### src/rtl/ram_fill_writer_pkg.sv
// Shared types and constants for the RAM fill writer: FSM encoding, default
// widths and the capacity helper used to clamp the requested fill length.
package ram_fill_writer_pkg;

    typedef enum logic [1:0] {
        ST_IDLE  = 2'd0,
        ST_WRITE = 2'd1,
        ST_DONE  = 2'd2
    } state_t;

    localparam int DEF_AWIDTH = 10;
    localparam int DEF_DWIDTH = 32;
    localparam int LEN_WIDTH  = 32;

    // Number of words addressable with awidth address bits (2^awidth).
    function automatic logic [LEN_WIDTH-1:0] capacity(input int unsigned awidth);
        return {{(LEN_WIDTH-1){1'b0}}, 1'b1} << awidth;
    endfunction

endpackage

### src/rtl/ram_fill_writer_if.sv
// Stream input and RAM write port of the fill writer, grouped as one bundle.
// Handshake: a beat transfers on a rising clk edge where in_valid && in_ready;
// in_ready never depends combinationally on in_valid.
interface ram_fill_writer_if
    import ram_fill_writer_pkg::*;
#(
    parameter int AWIDTH = DEF_AWIDTH,
    parameter int DWIDTH = DEF_DWIDTH
);

    logic [DWIDTH-1:0] in_data;
    logic              in_valid;
    logic              in_ready;
    logic              we;
    logic [AWIDTH-1:0] write_addr;
    logic [DWIDTH-1:0] write_data;

    // Source/RAM side of the bundle.
    modport master (
        output in_data, in_valid,
        input  in_ready, we, write_addr, write_data
    );

    // Writer side of the bundle.
    modport slave (
        input  in_data, in_valid,
        output in_ready, we, write_addr, write_data
    );

endinterface

### src/rtl/ram_fill_writer.sv
// Fills a single-port RAM from a valid/ready stream at addresses 0..len_eff-1
// and keeps a wrapping sum of every word written in the current fill.
module ram_fill_writer
    import ram_fill_writer_pkg::*;
#(
    parameter int AWIDTH = DEF_AWIDTH,
    parameter int DWIDTH = DEF_DWIDTH
) (
    input  logic                 clk,
    input  logic                 rst,
    input  logic                 start,
    input  logic [LEN_WIDTH-1:0] len,
    ram_fill_writer_if.slave     bus,
    output logic                 done,
    output logic [DWIDTH-1:0]    checksum,
    output state_t               dbg_state
);

    localparam logic [LEN_WIDTH-1:0] CAPACITY = capacity(AWIDTH);
    localparam logic [AWIDTH:0]      CNT_ONE  = {{AWIDTH{1'b0}}, 1'b1};

    state_t              r_state;
    state_t              w_next_state;
    logic [AWIDTH:0]     r_count;
    logic [AWIDTH:0]     r_len_eff;
    logic [DWIDTH-1:0]   r_checksum;
    logic                r_we;
    logic [AWIDTH-1:0]   r_addr;
    logic [DWIDTH-1:0]   r_data;

    logic [AWIDTH:0]     w_len_eff;
    logic                w_start_ok;
    logic                w_in_ready;
    logic                w_accept;

    // Clamp so addresses never wrap inside a fill.
    assign w_len_eff  = (len > CAPACITY) ? CAPACITY[AWIDTH:0] : len[AWIDTH:0];
    assign w_start_ok = start && (r_state != ST_WRITE);
    assign w_in_ready = (r_state == ST_WRITE) && (r_count < r_len_eff);
    assign w_accept   = w_in_ready && bus.in_valid;

    always_comb begin
        w_next_state = r_state;
        case (r_state)
            ST_IDLE, ST_DONE: begin
                if (start) begin
                    w_next_state = (w_len_eff == '0) ? ST_DONE : ST_WRITE;
                end
            end
            ST_WRITE: begin
                // Reached one cycle after the final accept, i.e. while the last we is out.
                if (r_count == r_len_eff) begin
                    w_next_state = ST_DONE;
                end
            end
            default: w_next_state = ST_IDLE;
        endcase
    end

    always_ff @(posedge clk or posedge rst) begin
        if (rst) begin
            r_state <= ST_IDLE;
        end else begin
            r_state <= w_next_state;
        end
    end

    always_ff @(posedge clk or posedge rst) begin
        if (rst) begin
            r_count    <= '0;
            r_len_eff  <= '0;
            r_checksum <= '0;
        end else if (w_start_ok) begin
            r_count    <= '0;
            r_len_eff  <= w_len_eff;
            r_checksum <= '0;
        end else if (w_accept) begin
            r_count    <= r_count + CNT_ONE;
            r_checksum <= r_checksum + bus.in_data;
        end
    end

    always_ff @(posedge clk or posedge rst) begin
        if (rst) begin
            r_we   <= 1'b0;
            r_addr <= '0;
            r_data <= '0;
        end else begin
            r_we <= w_accept;
            if (w_accept) begin
                r_addr <= r_count[AWIDTH-1:0];
                r_data <= bus.in_data;
            end
        end
    end

    assign bus.in_ready   = w_in_ready;
    assign bus.we         = r_we;
    assign bus.write_addr = r_addr;
    assign bus.write_data = r_data;
    assign done           = (r_state == ST_DONE);
    assign checksum       = r_checksum;
    assign dbg_state      = r_state;

endmodule

### src/flat_wrapper.sv
// flat-port wrapper written by rule: the top's interface ports become plain ports
module ram_fill_writer_flat import ram_fill_writer_pkg::*;
#(
    parameter int AWIDTH = DEF_AWIDTH,
    parameter int DWIDTH = DEF_DWIDTH
)
  (clk, rst, start, len, done, checksum, dbg_state, bus_in_data, bus_in_valid, bus_in_ready, bus_we, bus_write_addr, bus_write_data);
  ram_fill_writer_if #(.AWIDTH(AWIDTH), .DWIDTH(DWIDTH)) bus_i ();
  input  logic clk;
  input  logic rst;
  input  logic start;
  input  logic [LEN_WIDTH-1:0] len;
  output logic done;
  output logic [DWIDTH-1:0] checksum;
  output state_t dbg_state;
  input wire logic [$bits(bus_i.in_data)-1:0] bus_in_data;
  input wire logic [$bits(bus_i.in_valid)-1:0] bus_in_valid;
  output wire logic [$bits(bus_i.in_ready)-1:0] bus_in_ready;
  output wire logic [$bits(bus_i.we)-1:0] bus_we;
  output wire logic [$bits(bus_i.write_addr)-1:0] bus_write_addr;
  output wire logic [$bits(bus_i.write_data)-1:0] bus_write_data;
  assign bus_i.in_data = bus_in_data;
  assign bus_i.in_valid = bus_in_valid;
  assign bus_in_ready = bus_i.in_ready;
  assign bus_we = bus_i.we;
  assign bus_write_addr = bus_i.write_addr;
  assign bus_write_data = bus_i.write_data;
  ram_fill_writer #(.AWIDTH(AWIDTH), .DWIDTH(DWIDTH)) u_core (.clk(clk), .rst(rst), .start(start), .len(len), .bus(bus_i), .done(done), .checksum(checksum), .dbg_state(dbg_state));
endmodule
### config.mk
export PLATFORM = sky130hd
export DESIGN_NAME = ram_fill_writer_flat
export DESIGN_NICKNAME = d
export VERILOG_FILES = /design/src/rtl/ram_fill_writer_pkg.sv /design/src/rtl/ram_fill_writer_if.sv /design/src/rtl/ram_fill_writer.sv /design/src/flat_wrapper.sv
export SDC_FILE = /design/constraint.sdc
export NUM_CORES = 1
export LEC_CHECK = 0
export BUFFER_PORTS_ARGS = -buffer_cell sky130_fd_sc_hd__buf_2
export CAP_MARGIN = 20
export CORE_MARGIN = 5
export CORE_UTILIZATION = 40
export CTS_CLUSTER_SIZE = 10
export DETAILED_ROUTE_END_ITERATION = 10
export PLACE_DENSITY = 0.72
export SLEW_MARGIN = 30
export SYNTH_ARGS = -nofsm -noshare
export SYNTH_HDL_FRONTEND = slang
export SYNTH_SLANG_ARGS = --single-unit
### constraint.sdc
create_clock -name clk -period 4.21 [get_ports clk]
set_input_delay 0.2105 -clock clk [delete_from_list [all_inputs] [get_ports clk]]
set_output_delay 0.2105 -clock clk [all_outputs]
set_load 0.1 [all_outputs]
* After elaboration in Yosys (flattened, before gate mapping)
Cells that the tools add are included.
Cells by class: $add $sub $neg 2, $lt $le $gt $ge 2, equality and inequality tests 6, mux-type cells 9, reduce and logical (&&, ||, !) cells 8
Operators by type and width (count):
- $mux W32 | 2
- $mux W11 | 3
- $add A32 B32 Y32 | 1
- $gt A32 B11 Y1 const B | 1
- $add A11 B1 Y11 const B | 1
- $eq A11 B11 Y1 | 1
- $logic_not A11 Y1 | 1
- $lt A11 B11 Y1 | 1
- $mux W2 | 3
- $ne A2 B2 Y1 const B | 2
- $pmux W2 S2 | 1
- $logic_and A1 B1 Y1 | 3
- $eq A2 B1 Y1 const B | 1
- $eq A2 B2 Y1 const B | 1
- $logic_not A2 Y1 | 1
- $ne A2 B1 Y1 const B | 1
- $reduce_and A2 Y1 | 1
- $reduce_bool A2 Y1 | 1
- $reduce_or A2 Y1 | 1
Word-level totals: register bits after elaboration 99, input bits 68, output and inout port bits 79, word-level logic and storage cells 34

* Depth between registers and ports, before layout
depth in word-level cells 6, depth in mapped cells 13, gate-level depth less buffers 11

* Worst setup path before layout
No wires, ideal clock.
kind flip-flop to flip-flop, start point reg u_core.r_checksum[0] (netlist: u_core.checksum[0]), end point reg u_core.r_checksum[24] (netlist: u_core.checksum[24]), setup time 83 ps, data arrival time 3302 ps, data required time 4127 ps, path slack 825 ps, stages on the path, launching flop included 12, clock period less this slack 3385 ps, cell sequence dfrtp_1 > ha_1 > inv_1 > fa_1 > nor2b_1 > o2111ai_1 > a211oi_1 > o21ai_0 > o31ai_1 > a31oi_1 > xor2_1 > o21ai_0
Between the ends: longest elaborated chain between the ends 3
Ends and longest elaborated chain:
- from (decl) | RTL line ram_fill_writer.sv:26 | logic [DWIDTH-1:0] r_checksum;
- from (signal assigned) | RTL line ram_fill_writer.sv:79 | r_checksum <= r_checksum + bus.in_data;
- $add A32 B32 Y32 | RTL line ram_fill_writer.sv:79
- $mux W32 | RTL line ram_fill_writer.sv:77 | end else if (w_accept) begin
- $mux W32 | RTL line ram_fill_writer.sv:73 | end else if (w_start_ok) begin
No other way between the ends. The select of a mux whose other input is x is not followed. A chain may end at the register's enable or synchronous reset.

* Final worst setup path
start point reg u_core.r_checksum[0] (netlist: u_core.checksum[0]), end point reg u_core.r_checksum[26] (netlist: u_core.checksum[26])
Same word-level chain as after synthesis.

==> summary.txt <==
Run status
  • Run status: finished with violations
  • Violated checks: negative hold slack

Setup path
  • Worst r2r dst: u_core.checksum[26]
  • Cell mode on critical path: a31oi_1
  • Worst path bufs/invs: 1
  • Stages on worst setup path: 11
  • CP required: 4.48 ns
  • Top delay family on crit path: compound AO/OA/AOI/OAI gates
  • Worst setup SP type: flip-flop
  • Max incr delay on CP: roughly 0.54 ns
  • Worst Setup End Kind: flip-flop
  • CP Max Fanout: 4
  • Reg2reg setup slack: approximately 1 ns
  • Reg2Reg Depth: 11
  • Reg-to-Reg Start: u_core.checksum[0]
  • Crit path arrival time: roughly 3.5 ns
  • Crit path kind: reg2reg
  • Worst path cell trace: ha_1 > inv_1 > fa_1 > nor2b_1 > o2111ai_1 > a211oi_1 > o221ai_1 > a31oi_1 > a31oi_1 > xor2_1 > o21ai_0
  • Crit-path slowest cell: a31oi_1

Logic synthesis
  • Top cells by area, synth: dfrtp_1 43%, nand2_1 11%, ha_1 9.4%
  • Multiplexer share of the synthesized area: less than 1%
  • Post-synthesis simple-gate area fraction: 22.0%
  • Net Count, Synth: ~770
  • Synth Warn #: 0
  • Post-synthesis adder-cell area fraction: under 10%
  • Post-Synth XOR/XNOR Area: 5.64%
  • Flops & latches, synth: slightly below 100
  • Post-synthesis sequential area ratio: 43.1%
  • Yosys cell types: 53
  • Predominant post-synthesis flop cell: dfrtp_1
  • Synthesized cell area: approximately 5700 µm²
  • Area leader, netlist: dfrtp_1
  • Async SR Flop Fraction: 100%
  • Largest family of logic cells by synthesized area: simple AND/OR/NAND/NOR gates
  • Synth top area share: 43.1%
  • Compound-gate portion of the synthesized area: 15.9%
  • EDFF count, synth: 0
  • Average cell area after synthesis: about 8.7 µm²
  • Cell count after synthesis: between 600 and 700

CTS
  • Reg clk slew, reported paths: ~0.070 ns
  • Worst-case clock buffer depth: 2
  • TritonCTS clock tree: yes
  • Root Driver: clkbuf_16
  • Cts hold-fix bufs: 0
  • # clock sinks: ~100
  • H-tree depth: 3
  • CTS buffer count: 9
  • Post-CTS sizing: 0
  • Worst-skew pair later-pin latency: 0.35 ns
  • Setup Buffers After CTS: 0

Finish
  • Antenna diodes: 0
  • Post-route cell area: 6940 µm²
  • Area of the multi-input gates: 3080 µm²
  • Layout filler cell count: 1370
  • Sequential Area: roughly 2500 µm²
  • Fraction of layout cells with a size suffix above 1: between 20% and 30%
  • Layout area overhead: 20.7%
  • Final net count: between 900 and 1k

Floorplanning
  • Chip height: roughly 130 µm
  • # rows: between 40 and 50
  • Total die area: ~17000 µm²
  • Die width: about 130 µm
  • I/O pins: roughly 150
  • Core ar.: roughly 14000 µm²
  • Starting density of the core: between 40% and 50%

GRT
  • Initial antenna violation count: 0
  • Number of global-route vias before repair: 5000
  • Total track usage: 18.4%
  • Largest net degree at the start of global routing: approximately 110
  • Grt total ovfl: 0
  • First-pass GRT wire length: 24700 µm

STA
  • Setup violations, final: 0
  • Worst relative slew slack: about half
  • Worst Skew: 0.00723 ns
  • RSZ-0062 raised after global routing: false
  • Max Freq: 0.311 GHz
  • Slew @ Worst Pin: just under 0.8 ns
  • Period utilization: around 76%
  • Clock period minus worst slack: about 3.2 ns
  • Setup TNS: 0 ns
  • Hold Vio Cnt, Final: 67
  • Hold_ws: -0.0532 ns
  • Max-slew violations: 0

Hold path
  • Worst Hold Class: in2async

Power
  • PwrDens: between 800 and 900 nW/µm²
  • Worst VDD drop: 0.567 mV
  • P_leak: approximately 3.6 nW

Placement
  • PortBufs: about 150
  • Dpl cell area: 6620 µm²
  • Final GP Congestion: ~0.9
  • Post-DP HPWL: between 10000 and 15000 µm

Detailed routing
  • Drt first pass iters: 5
  • Via count: about 5.1k
  • Initial DRC Count: ~310
  • ANT nets after route: 0
  • Vias per Instance: 5.22
  • # DRC: 0
  • Final WL: between 15000 and 20000 µm
  • Routed length per placed instance: roughly 16 µm

Run
  • Max Cap Viol: 0
==> state kept, by name, summed over array words and instances, names as in the netlist <==
name and flops:
u_core.r_len_eff 11, u_core.checksum 32, u_core.bus.write_data 32, u_core.bus.write_addr 10, u_core.dbg_state 2, u_core.r_count 11
u_core.bus.we 1
==> per-stage QoR <==
stage	setup slack [ns]	cells	hold slack, ns	total power, W	utilization [%]
floorplan	0.825	662	0.316	0.00420	-
global placement	1.13	962	0.426	0.00481	47.3
finish	0.997	978	-0.0532	0.00570	49.6
global route	0.698	978	0.00366	0.00604	49.6
CTS	1.03	978	0.0509	0.00573	49.5
detailed placement	1.05	962	0.427	0.00484	47.3
==> report_power, final <==
part	internal [W]	switching (W)	leakage, nW	total [W]
Clock	0.000483	0.000382	0.153	0.000866
Combinational	0.000863	0.00257	2.26	0.00344
Sequential	0.00119	0.000208	1.19	0.00140
==> placed cells by master, fill, tap and decap left out, types with 3 or more instances in the layout <==
| master | n |
|---|---|
| nand2_1 | 163 |
| buf_2 | 146 |
| dfrtp_1 | 99 |
| o21ai_0 | 61 |
| ha_1 | 43 |
| nand3_1 | 35 |
| nor2_1 | 33 |
| a21oi_1 | 25 |
| xor2_1 | 23 |
| inv_1 | 17 |
| nand4_1 | 15 |
| a21o_1 | 15 |
| xnor2_1 | 14 |
| clkbuf_16 | 9 |
| a31oi_1 | 7 |
| nand2b_1 | 7 |
| nor2b_1 | 6 |
| nor4_1 | 5 |
| o31ai_1 | 5 |
| and2_1 | 5 |
| and3_1 | 4 |
| o211ai_1 | 4 |
| a211oi_1 | 4 |
| clkinv_4 | 4 |
| o21bai_1 | 3 |
| a21boi_0 | 3 |
==> logic make-up after synthesis <==
group,count (synthesis)
AOI/OAI and AO/OA,147
xor gates and xnor gates,37
adders and majority gates,44
buffers and inverters,48
DFF,99
muxes,2
and+or+nand+nor,285
==> metal layers <==
metal / vias up / track usage, % / share of wire (%)
met5: - / 0 / 0
met4: 0 / 5.32 / 1.3
met3: 15 / 4.54 / 6.6
met2: 130 / 28.7 / 46
met1: 2398 / 25.5 / 46
li1: 2565 / - / -
==> cells in the mapped netlist, types with 3 or more instances <==
cell type  number
a211oi_1        4
a21boi_0        3
a21o_1         15
a21oi_1        25
a31oi_1         7
and2_1          5
and3_1          4
buf_1           5
clkbuf_1       22
dfrtp_1        99
ha_1           43
inv_1          18
nand2_1       163
nand2b_1        7
nand3_1        35
nand4_1        15
nor2_1         33
nor2b_1         6
nor4_1          5
o211ai_1        4
o21ai_0        61
o21bai_1        3
o31ai_1         5
xnor2_1        14
xor2_1         23
==> worst max-delay path by stage <==
stage / to / start
after global placement: u_core.checksum[26] / bus_in_data[0]
final: u_core.checksum[26] / u_core.checksum[0]
after global routing: u_core.checksum[24] / u_core.checksum[0]
after detailed placement: u_core.checksum[26] / u_core.checksum[0]
after floorplan: u_core.checksum[24] / u_core.checksum[0]
after CTS: u_core.checksum[26] / u_core.checksum[0]
==> cell type report <==
cell class              instances  area share [%]
clock inverters                 6            1.06
repair buffers                149            10.9
well taps                     180            3.25
inverters                      19            1.14
flip-flops and latches         99            35.7
multi-input cells             515            44.5
clock buffers                  10            3.45
Note: power is estimated with default switching activity, not from simulation.
